==> src/rtl/microcode_loader.sv <==
// Byte-stream loader for the microcode SRAM: packs bytes MSB-first into words and
// writes them at consecutive addresses from 0, reporting busy/done and a byte checksum.
module microcode_loader #(
   parameter int unsigned DATA_WIDTH     = 46,  // must exceed 8
   parameter int unsigned SIZE           = 1024,
   parameter int unsigned ADDR_WIDTH     = $clog2(SIZE),
   parameter int unsigned BYTES_PER_WORD = (DATA_WIDTH + 7) / 8
) (
   input  logic                  i_clk,
   input  logic                  i_reset_n,
   input  logic                  i_start,
   input  logic [ADDR_WIDTH:0]   i_word_count,
   input  logic                  i_in_valid,
   input  logic [7:0]            i_in_data,
   output logic                  o_in_ready,
   output logic                  o_wr_enable,
   output logic [ADDR_WIDTH-1:0] o_wr_addr,
   output logic [DATA_WIDTH-1:0] o_wr_data,
   output logic                  o_busy,
   output logic                  o_done,
   output logic [7:0]            o_checksum
);

   localparam int unsigned CNT_W = $clog2(BYTES_PER_WORD + 1);
   localparam logic [ADDR_WIDTH:0] SIZE_W = (ADDR_WIDTH + 1)'(SIZE);
   localparam logic [CNT_W-1:0] LAST_BYTE = CNT_W'(BYTES_PER_WORD - 1);

   typedef enum logic [1:0] {StIdle, StRecv, StWrite, StDone} state_e;

   state_e                r_state;
   logic [ADDR_WIDTH:0]   r_words_left;
   logic [ADDR_WIDTH-1:0] r_addr;
   logic [CNT_W-1:0]      r_byte_cnt;
   logic [DATA_WIDTH-1:0] r_shift;
   logic [7:0]            r_checksum;
   logic                  r_in_ready;
   logic                  r_wr_enable;
   logic                  r_busy;
   logic                  r_done;
   logic [ADDR_WIDTH:0]   w_clamped;

   // Clamping here is what keeps the address from ever wrapping past SIZE-1.
   assign w_clamped = (i_word_count > SIZE_W) ? SIZE_W : i_word_count;

   always_ff @(posedge i_clk) begin
      if (!i_reset_n) begin
         r_state      <= StIdle;
         r_words_left <= '0;
         r_addr       <= '0;
         r_byte_cnt   <= '0;
         r_shift      <= '0;
         r_checksum   <= '0;
         r_in_ready   <= 1'b0;
         r_wr_enable  <= 1'b0;
         r_busy       <= 1'b0;
         r_done       <= 1'b0;
      end else begin
         r_wr_enable <= 1'b0;
         r_done      <= 1'b0;
         unique case (r_state)
            StIdle: begin
               if (i_start) begin
                  r_words_left <= w_clamped;
                  r_addr       <= '0;
                  r_byte_cnt   <= '0;
                  r_checksum   <= '0;
                  r_busy       <= 1'b1;
                  if (w_clamped == '0) begin
                     r_state <= StDone;
                     r_done  <= 1'b1;
                  end else begin
                     r_state    <= StRecv;
                     r_in_ready <= 1'b1;
                  end
               end
            end
            StRecv: begin
               if (i_in_valid && r_in_ready) begin
                  // Bytes above DATA_WIDTH fall off the top of the shift register.
                  r_shift    <= {r_shift[DATA_WIDTH-9:0], i_in_data};
                  r_checksum <= r_checksum + i_in_data;
                  r_byte_cnt <= r_byte_cnt + 1'b1;
                  if (r_byte_cnt == LAST_BYTE) begin
                     r_state     <= StWrite;
                     r_in_ready  <= 1'b0;
                     r_wr_enable <= 1'b1;
                  end
               end
            end
            StWrite: begin
               r_addr       <= r_addr + 1'b1;
               r_words_left <= r_words_left - 1'b1;
               r_byte_cnt   <= '0;
               if (r_words_left == (ADDR_WIDTH + 1)'(1)) begin
                  r_state <= StDone;
                  r_done  <= 1'b1;
               end else begin
                  r_state    <= StRecv;
                  r_in_ready <= 1'b1;
               end
            end
            StDone: begin
               r_state <= StIdle;
               r_busy  <= 1'b0;
            end
            default: r_state <= StIdle;
         endcase
      end
   end

   assign o_in_ready  = r_in_ready;
   assign o_wr_enable = r_wr_enable;
   assign o_wr_addr   = r_addr;
   assign o_wr_data   = r_shift;
   assign o_busy      = r_busy;
   assign o_done      = r_done;
   assign o_checksum  = r_checksum;

endmodule
==> config.mk <==
export PLATFORM = sky130hd
export DESIGN_NAME = microcode_loader
export DESIGN_NICKNAME = d
export VERILOG_FILES = /design/src/rtl/microcode_loader.sv
export SDC_FILE = /design/constraint.sdc
export NUM_CORES = 1
export LEC_CHECK = 0
export CAP_MARGIN = 30
export CELL_PAD_IN_SITES_DETAIL_PLACEMENT = 0
export CELL_PAD_IN_SITES_GLOBAL_PLACEMENT = 1
export CORE_UTILIZATION = 37
export DETAILED_ROUTE_END_ITERATION = 10
export GPL_TIMING_DRIVEN = 1
export PLACE_DENSITY_LB_ADDON = 0.1
export SLEW_MARGIN = 5
export SYNTH_ARGS = -nofsm -noshare
export SYNTH_HDL_FRONTEND = slang
export SYNTH_SLANG_ARGS = --single-unit
==> constraint.sdc <==
create_clock -name i_clk -period 2.45 [get_ports i_clk]
set_input_delay 0.49 -clock i_clk [delete_from_list [all_inputs] [get_ports i_clk]]
set_output_delay 0.49 -clock i_clk [all_outputs]
set_load 0.02 [all_outputs]
Word level (Yosys, flattened, before mapping)
Cells that the tools add are included.
{"block": "word_totals", "register_bits": 84, "wordCells": 70, "inputBits": 23}
{"block": "op_classes", "order_cmp": 1, "n_eq_ne": 10, "addsub": 4, "mux": 30, "n_reduce_logical": 15}
{"cell": "$mux 11", "count": 2}
{"cell": "$pmux 11 s2", "count": 1}
{"cell": "$pmux 10 s2", "count": 1}
{"cell": "$mux 8", "count": 2}
{"cell": "$pmux 8 s2", "count": 1}
{"cell": "$reduce_and 3->1", "count": 4}
{"cell": "$eq 11x1->1 const B", "count": 1}
{"cell": "$gt 11x11->1 const B", "count": 1}
{"cell": "$logic_not 11->1", "count": 1}
{"cell": "$sub 11x1->11 const B", "count": 1}
{"cell": "$add 10x1->10 const B", "count": 1}
{"cell": "$mux 1", "count": 10}
{"cell": "$mux 10", "count": 1}
{"cell": "$mux 2", "count": 5}
{"cell": "$ne 2x2->1 const B", "count": 5}
{"cell": "$pmux 3 s3", "count": 1}
{"cell": "$add 8x8->8", "count": 1}
{"cell": "$pmux 2 s4", "count": 1}
{"cell": "$mux 3", "count": 2}
{"cell": "$reduce_and 2->1", "count": 3}
{"cell": "$reduce_and 6->1", "count": 1}
{"cell": "$reduce_bool 2->1", "count": 3}
{"cell": "$eq 2x2->1 const B", "count": 2}
{"cell": "$pmux 1 s2", "count": 2}
{"cell": "other kinds (7)", "count": 7}

Logic depth before layout (Yosys ltp)
Gate-level depths: netlist of run 1.
{"block": "logic_depth", "depth_word": 6, "ltp_mapped": 6}

Worst setup path before layout of run 1
No wires, ideal clock.
{"block": "synth_path", "path_kind": "input port to flip-flop", "startpoint": "in i_in_data[2]", "endpoint": "reg r_checksum[7], in the netlist o_checksum[7]", "path_stages": 5, "arrival_ns": 1.892, "n_path_buf": 0, "setup_slack_ns": 0.479, "setup_ns": 0.079, "path_cell_list": "ha_1 > o21a_1 > a2111o_1 > a2111o_1 > o211ai_1"}
{"block": "synth_between", "elab_chain_len": 3}
{"item": "start: declaration", "line": "14", "rtl": "input logic [7:0] i_in_data,"}
{"item": "$add 8x8->8", "line": "81", "rtl": "r_checksum <= r_checksum + i_in_data;"}
{"item": "$mux 8", "line": "78", "rtl": "if (i_in_valid && r_in_ready) begin"}
{"item": "$pmux 8 s2", "line": "60", "rtl": "unique case (r_state)"}
{"item": "end signal: assignment", "line": "81"}
{"item": "end: declaration", "line": "35", "rtl": "logic [7:0] r_checksum;"}
Every way passes these cells. The select of a mux whose other input is x is not followed.
A chain may end at the register's enable or synchronous reset.

Worst setup path after layout of run 1
{"block": "layout_path", "startpoint": "in i_in_data[0]", "endpoint": "reg r_checksum[6], in the netlist o_checksum[6]"}
The elaborated chain is that of the path after synthesis.

==> impl_metrics.py, run 1 <==
metrics = {
    "sta": {
        "timing.final.setup_violations": 0,
        "hold_ws_ns": 0.470,
        "finalCritPeriodShare": 0.877,
        "timing.max_slew.rel_slack": 0.620,
        "layout_min_cycle_time_ns": 2.15,
        "count_of_final_max_slew_check_failures": 0,
        "grt_setup_unrepaired": "no",
        "timing.fmax_mhz": 465,
        "worst_pin_slew_ns": 0.570,
        "timing.final.hold_violations": 0,
        "clock_skew_ns": 0.0127,
        "finalSetupTns_ns": 0,
    },
    "worst_setup_path": {
        "arrival_ns": 2.43,
        "crit_path_max_fanout": 3,
        "endpoint_kind": "flip-flop",
        "setup.worst_path.class": "primary input to flip-flop",
        "r2r.worst_path.cells": 5,
        "start_kind": "primary input",
        "worst-endpoint-required_ns": 2.73,
    },
    "clock_tree": {
        "tritoncts": "done",
        "number_of_buffers_inserted_during_clock_tree_synthesis": 9,
        "post_cts.repair.setup_buffers": 0,
        "cts_clk_pin_slew_worst_paths_ns": 0.09,
        "h_tree_depth": 3,
        "cts_hold_repair.buffers": 0,
        "clk_path_buf_depth": 2,
        "ctsResizeCount": 0,
        "clkLatencyLatePin_ns": 0.35,
        "cts_root_buffer": "sky130_fd_sc_hd__clkbuf_8",
        "tritoncts_num_sinks": 84,
    },
    "layout": {
        "final_cell_mix": "108 x sky130_fd_sc_hd__nand2_1, 89 x sky130_fd_sc_hd__clkdlybuf4s50_1, 84 x sky130_fd_sc_hd__dfxtp_1, 53 x sky130_fd_sc_hd__a21boi_0, 25 x sky130_fd_sc_hd__o21ai_0",
        "postLayoutCellArea_um2": 5260,
        "final-seq-area_um2": 1680,
        "filler_cells_inserted": 1045,
        "multi_input_gate_area_in_the_final_layout_um2": 2170,
        "area.growth.synth_to_final_pct": 31.0,
        "fin_nets": 602,
        "postLayoutCoreUtil": 0.505,
        "antenna_cells_inserted": 0,
        "final_layout_size_suffix_gt1_frac": 0.0753,
        "mostFrequentLayoutCell": "sky130_fd_sc_hd__nand2_1",
    },
    "floorplanning": {
        "die-height_um": 106,
        "boundaryPins": 91,
        "initial_utilization": 0.386,
        "floorplan.rows": 37,
        "fp.coreArea_um2": 10400,
        "die_w_um": 106,
        "die_area_um2": 11300,
    },
    "detailed_routing": {
        "via_count": 3695,
        "drtPass1Iterations": 5,
        "drc_errors": 0,
        "detail_route.vias_per_cell": 5.23,
        "antenna_violating_nets_post_route": 0,
        "drtIter0Drc": 172,
        "detail_route.wl_per_cell_um": 14.7,
        "wirelength_um": 10400,
    },
    "synth": {
        "synth_cells": 478,
        "async_flop_share": 0,
        "synth_cell_type_count": 60,
        "synth-edff-count": 0,
        "synth_sequential_area_ratio": 0.419,
        "synth_seq_cells": 84,
        "postSynthAreaPerCell_um2": 8.41,
        "netlist_area_um2": 4020,
        "yosysWarningCount": 0,
        "synth_fp_nets": 514,
        "synth-main-ff-cell": "sky130_fd_sc_hd__dfxtp_1",
    },
    "power": {
        "power.density_nw_per_um2": 519,
        "peakVddDrop_mv": 0.325,
        "fin_total_pwr_mw": 2.73,
        "static-leakage-power_nw": 1.83,
    },
    "grt": {
        "antenna_found_initial": 0,
        "globalRoute.totalOverflow": 0,
        "grtUsageTotal": 0.189,
        "first_pass_grt_wire_length_um": 17100,
        "grt_pass1_vias": 3393,
        "maximum_number_of_pins_on_one_net_before_global_route_repair": 62,
    },
    "placement": {
        "dp.final_hpwl_um": 7280,
        "global_placer_s_final_weighted_congestion": 0.826,
        "buffer_ports.inserted": 90,
        "place_area_um2": 5060,
    },
    "hold_path": {
        "min_path_cells": 2,
        "hold_path_class": "flip-flop to flip-flop",
    },
    "status": {
        "status": "finished, final reports clean",
    },
    "run": {
        "max_cap_viol_count": 0,
    },
}
-- cell type report --
type | count | area share
multi-input cells | 359 | 0.412
flip-flops and latches | 84 | 0.320
repair buffers | 107 | 0.195
well taps | 136 | 0.0323
clock buffers | 9 | 0.0235
clock inverters | 7 | 0.0143
inverters | 5 | 0.00357
-- metrics by stage --
stage                     instances  setup WS [ns]
after floorplan                 478          0.479
after global placement          691        -0.0150
after detailed placement        691        -0.0349
after CTS                       707          0.325
after global routing            707          0.207
final                           707          0.301
-- registers in the layout, summed over array words and instances, names as in the netlist --
signal / flops
o_wr_addr: 10
r_words_left: 11
r_byte_cnt: 3
o_wr_enable: 1
o_wr_data: 46
o_checksum: 8
r_state: 2
o_done: 1
o_busy: 1
o_in_ready: 1
-- worst paths after layout --
check	start	end	slack (ns)
max	i_in_data[0]	o_checksum[6]$_SDFFE_PN0P_	0.30
max reg2reg	o_checksum[1]$_SDFFE_PN0P_	o_checksum[7]$_SDFFE_PN0P_	0.51
min	o_wr_data[43]$_SDFFE_PN0P_	o_wr_data[43]$_SDFFE_PN0P_	0.47
min reg2reg	o_wr_data[43]$_SDFFE_PN0P_	o_wr_data[43]$_SDFFE_PN0P_	0.47
-- cell usage after synthesis, types with 2 or more instances --
master	number	area [µm²]
sky130_fd_sc_hd__nor4b_1	2	17.5
sky130_fd_sc_hd__and2_1	7	43.8
sky130_fd_sc_hd__clkbuf_1	19	71.3
sky130_fd_sc_hd__buf_2	3	15.0
sky130_fd_sc_hd__or4_1	2	15.0
sky130_fd_sc_hd__a41oi_1	2	17.5
sky130_fd_sc_hd__o21a_1	5	37.5
sky130_fd_sc_hd__clkbuf_8	3	41.3
sky130_fd_sc_hd__o21bai_1	2	15.0
sky130_fd_sc_hd__o21ai_0	25	125
sky130_fd_sc_hd__nand4_1	4	25.0
sky130_fd_sc_hd__nor3_1	4	20.0
sky130_fd_sc_hd__xor2_1	2	17.5
sky130_fd_sc_hd__or3_1	2	12.5
sky130_fd_sc_hd__o31ai_1	2	15.0
sky130_fd_sc_hd__a21oi_1	20	100
sky130_fd_sc_hd__ha_1	12	150
sky130_fd_sc_hd__and3_1	6	37.5
sky130_fd_sc_hd__nand3_1	16	80.1
sky130_fd_sc_hd__buf_1	4	15.0
sky130_fd_sc_hd__a211oi_1	5	37.5
sky130_fd_sc_hd__o211ai_1	4	30.0
sky130_fd_sc_hd__xnor2_1	3	26.3
sky130_fd_sc_hd__nand3b_1	6	45.0
sky130_fd_sc_hd__inv_1	5	18.8
sky130_fd_sc_hd__nor2_1	11	41.3
sky130_fd_sc_hd__a2111o_1	2	22.5
sky130_fd_sc_hd__o31a_1	2	17.5
sky130_fd_sc_hd__a21boi_0	53	398
sky130_fd_sc_hd__nor3b_1	2	15.0
sky130_fd_sc_hd__a21o_1	5	37.5
sky130_fd_sc_hd__dfxtp_1	84	1680
sky130_fd_sc_hd__a211o_1	5	43.8
sky130_fd_sc_hd__a31oi_1	6	37.5
sky130_fd_sc_hd__o2bb2ai_1	2	17.5
sky130_fd_sc_hd__nor4_1	5	31.3
sky130_fd_sc_hd__nor2b_1	6	37.5
sky130_fd_sc_hd__nand2_1	108	405
-- critical path, cell delays in order --
cell,delay [ns]
sky130_fd_sc_hd__clkdlybuf4s50_1,0.44
sky130_fd_sc_hd__ha_1,0.26
sky130_fd_sc_hd__fa_1,0.43
sky130_fd_sc_hd__a211oi_1,0.27
sky130_fd_sc_hd__o21bai_1,0.15
sky130_fd_sc_hd__a211o_1,0.30
sky130_fd_sc_hd__o211ai_1,0.08
-- cells by family (layout without fill, tap and decap cells) --
kind of cell / Yosys count / in the layout / synth area share
xor+xnor: 5 / 5 / 0.0109
simple gates: 191 / 191 / 0.226
flops: 84 / 84 / 0.419
buf+inv: 35 / 128 / 0.0420
fa+ha+maj: 13 / 13 / 0.0424
compound gates: 150 / 150 / 0.260
-- where the power goes --
group	internal, mW	switching (mW)
clock	0.477	0.539
combinational	0.138	0.158
sequential	1.39	0.0296
-- layer usage --
layer  vias to the layer above  global-route usage  part of all wire
met5                         -                   0                 0
met4                         0              0.0724             0.018
li1                       1881                   -                 -
met1                      1711               0.267              0.51
met3                        15              0.0282             0.039
met2                        88               0.287              0.43
Power figures use the tool's default switching activity.
==> inputs of run 2 (changes only) <==
- CORE_ASPECT_RATIO: unset -> 0.75
==> run 2 against run 1 <==
Effect of this change: register-to-register slack improved by 0.03 ns; first-iteration DRC count rose by 10%; sequential power barely moved; setup slack got worse by 0.016 ns; sequential share of layout area fell by 0.66 points; core utilization rose by 1.1 points; design area rose by 2.1%; power rose by 10%; global-route usage rose by 0.90 points; hold slack got worse by 0.0029 ns; fmax fell by 0.73%; die area barely moved; critical path type unchanged; largest power group unchanged.
==> impl_metrics.py, run 2 (synthesis gave the netlist of run 1 again) <==
metrics = {
    "worst_setup_path": {
        "arrival_ns": 2.43,
        "crit_path_max_fanout": 3,
        "start_kind": "primary input",
        "ff2ff_setup_slack_ns": 0.54,
        "reg2reg_from": "o_checksum[1]$_SDFFE_PN0P_",
        "setup.worst_path.class": "primary input to flip-flop",
        "worst-endpoint-required_ns": 2.72,
        "endpoint_kind": "flip-flop",
        "r2r-end": "o_checksum[7]$_SDFFE_PN0P_",
        "worst_path_largest_cell_delay_ns": 0.43,
        "critical_path.cell_chain": "clkdlybuf4s50_1 > ha_1 > fa_1 > a211oi_1 > o21bai_1 > a211o_1 > o211ai_1",
        "critPathSlowestCell": "sky130_fd_sc_hd__clkdlybuf4s50_1",
        "r2r.worst_path.cells": 5,
    },
    "grt": {
        "grt_pass1_vias": 3373,
        "first_pass_grt_wire_length_um": 17300,
        "maximum_number_of_pins_on_one_net_before_global_route_repair": 51,
        "globalRoute.totalOverflow": 0,
        "antenna_found_initial": 0,
        "grtUsageTotal": 0.198,
    },
    "hold_path": {
        "hold_path_class": "flip-flop to flip-flop",
        "min_path_cells": 2,
        "hold-path-endpoint": "o_wr_data[42]$_SDFFE_PN0P_",
        "timing.hold.worst.start": "o_wr_data[42]$_SDFFE_PN0P_",
    },
    "clock_tree": {
        "h_tree_depth": 3,
        "tritoncts": "done",
        "ctsResizeCount": 0,
        "cts_hold_repair.buffers": 0,
        "cts_clk_pin_slew_worst_paths_ns": 0.07,
        "clkLatencyLatePin_ns": 0.34,
        "cts_root_buffer": "sky130_fd_sc_hd__clkbuf_16",
        "clk_path_buf_depth": 2,
        "number_of_buffers_inserted_during_clock_tree_synthesis": 9,
        "post_cts.repair.setup_buffers": 0,
        "tritoncts_num_sinks": 84,
    },
    "floorplanning": {
        "die_w_um": 122,
        "boundaryPins": 91,
        "fp.coreArea_um2": 10400,
        "floorplan.rows": 32,
        "die_area_um2": 11300,
        "initial_utilization": 0.386,
        "die-height_um": 92.2,
    },
    "layout": {
        "filler_cells_inserted": 1015,
        "final_layout_size_suffix_gt1_frac": 0.0753,
        "fin_nets": 602,
        "largest_reg_flops": 46,
        "mostFrequentLayoutCell": "sky130_fd_sc_hd__nand2_1",
        "postLayoutCellArea_um2": 5370,
        "antenna_cells_inserted": 0,
        "final_cell_mix": "108 x sky130_fd_sc_hd__nand2_1, 89 x sky130_fd_sc_hd__clkdlybuf4s50_1, 84 x sky130_fd_sc_hd__dfxtp_1, 53 x sky130_fd_sc_hd__a21boi_0, 25 x sky130_fd_sc_hd__o21ai_0",
        "finalNonFillerCells": 707,
        "area.growth.synth_to_final_pct": 33.7,
    },
    "placement": {
        "dp.final_hpwl_um": 7410,
        "place_area_um2": 5090,
        "global_placer_s_final_weighted_congestion": 0.885,
        "buffer_ports.inserted": 90,
        "placedCellCount": 691,
    },
    "power": {
        "combPwrFrac": 0.100,
        "fin_total_pwr_mw": 3.01,
        "clock_network_power_share": 0.430,
        "net_switching_power_of_the_design_uw": 781,
        "cell_internal_pwr_mw": 2.23,
        "static-leakage-power_nw": 1.89,
        "pwr-share-seq": 0.471,
        "power.density_nw_per_um2": 561,
        "peakVddDrop_mv": 0.293,
        "swShare": 0.259,
    },
    "sta": {
        "timing.final.hold_violations": 0,
        "finalSetupTns_ns": 0,
        "worst_pin_slew_ns": 0.572,
        "timing.fmax_mhz": 462,
        "clock_skew_ns": 0.00461,
        "layout_min_cycle_time_ns": 2.16,
        "timing.final.setup_violations": 0,
        "timing.max_slew.rel_slack": 0.618,
        "count_of_final_max_slew_check_failures": 0,
        "finalCritPeriodShare": 0.884,
        "grt_setup_unrepaired": "no",
    },
    "detailed_routing": {
        "drc_errors": 0,
        "wirelength_um": 10600,
        "antenna_violating_nets_post_route": 0,
        "via_count": 3677,
        "drtPass1Iterations": 4,
        "drtIter0Drc": 190,
        "detail_route.wl_per_cell_um": 15.0,
        "detail_route.vias_per_cell": 5.20,
    },
    "status": {
        "status": "finished, final reports clean",
    },
    "run": {
        "max_cap_viol_count": 0,
    },
}
[run 2: cell types whose count changed in the layout (fill, tap and decap cells not counted), sizes merged]
cell | previous run | this run
clkinv | 1 | 3
inv | 7 | 8
bufinv | 1 | 0
clkinvlp | 3 | 1
[run 2: worst max path at each step]
stage / endpoint / cells after the start / from / slack [ns]
final: o_checksum[6]$_SDFFE_PN0P_ / 7 / i_in_data[0] / 0.29
after floorplan: o_checksum[7]$_SDFFE_PN0P_ / 5 / i_in_data[2] / 0.48
after global placement: o_checksum[6]$_SDFFE_PN0P_ / 7 / i_in_data[0] / -0.02
after CTS: o_checksum[6]$_SDFFE_PN0P_ / 7 / i_in_data[0] / 0.30
after detailed placement: o_checksum[6]$_SDFFE_PN0P_ / 7 / i_in_data[0] / -0.04
after global routing: o_checksum[6]$_SDFFE_PN0P_ / 7 / i_in_data[0] / 0.15
[run 2: worst max-delay path, delay by kind of cell]
kind | cells | cell delay, ns
AOI/OAI and AO/OA | 4 | 0.83
adders and majority gates | 2 | 0.67
buffers and inverters | 1 | 0.43
[run 2: power groups by stage]
stage	registers, mW	clock network, mW	logic, mW
5_1_grt	1.42	1.39	0.331
3_5_place_dp	1.45	0	0.299
3_3_place_gp	1.45	0	0.295
4_1_cts	1.42	1.33	0.301
6_report	1.42	1.29	0.300
2_1_floorplan	1.45	0	0.169
[run 2: layout make-up]
class / instances / area, µm² / area share
Clock inverter: 7 / 60.1 / 0.0112
Timing Repair Buffer: 107 / 1050 / 0.195
Tap cell: 136 / 170 / 0.0317
Multi-Input combinational cell: 359 / 2170 / 0.404
Clock buffer: 9 / 225 / 0.0419
Inverter: 5 / 18.8 / 0.00349
Sequential cell: 84 / 1680 / 0.313
[run 2: metrics by stage]
step / worst slack (ns) / hold WS (ns) / utilization
floorplan: 0.479 / 0.460 / -
CTS: 0.296 / 0.474 / 0.516
global placement: -0.0189 / 0.450 / 0.489
global route: 0.150 / 0.494 / 0.516
detailed placement: -0.0421 / 0.464 / 0.489
finish: 0.285 / 0.467 / 0.516
[run 2: layer usage]
metal / vias up / GRT usage / part of all wire
met4: 0 / 0.0467 / 0.0080
met2: 88 / 0.263 / 0.40
met3: 10 / 0.0578 / 0.052
met1: 1702 / 0.303 / 0.54
li1: 1877 / - / -
met5: - / 0 / 0
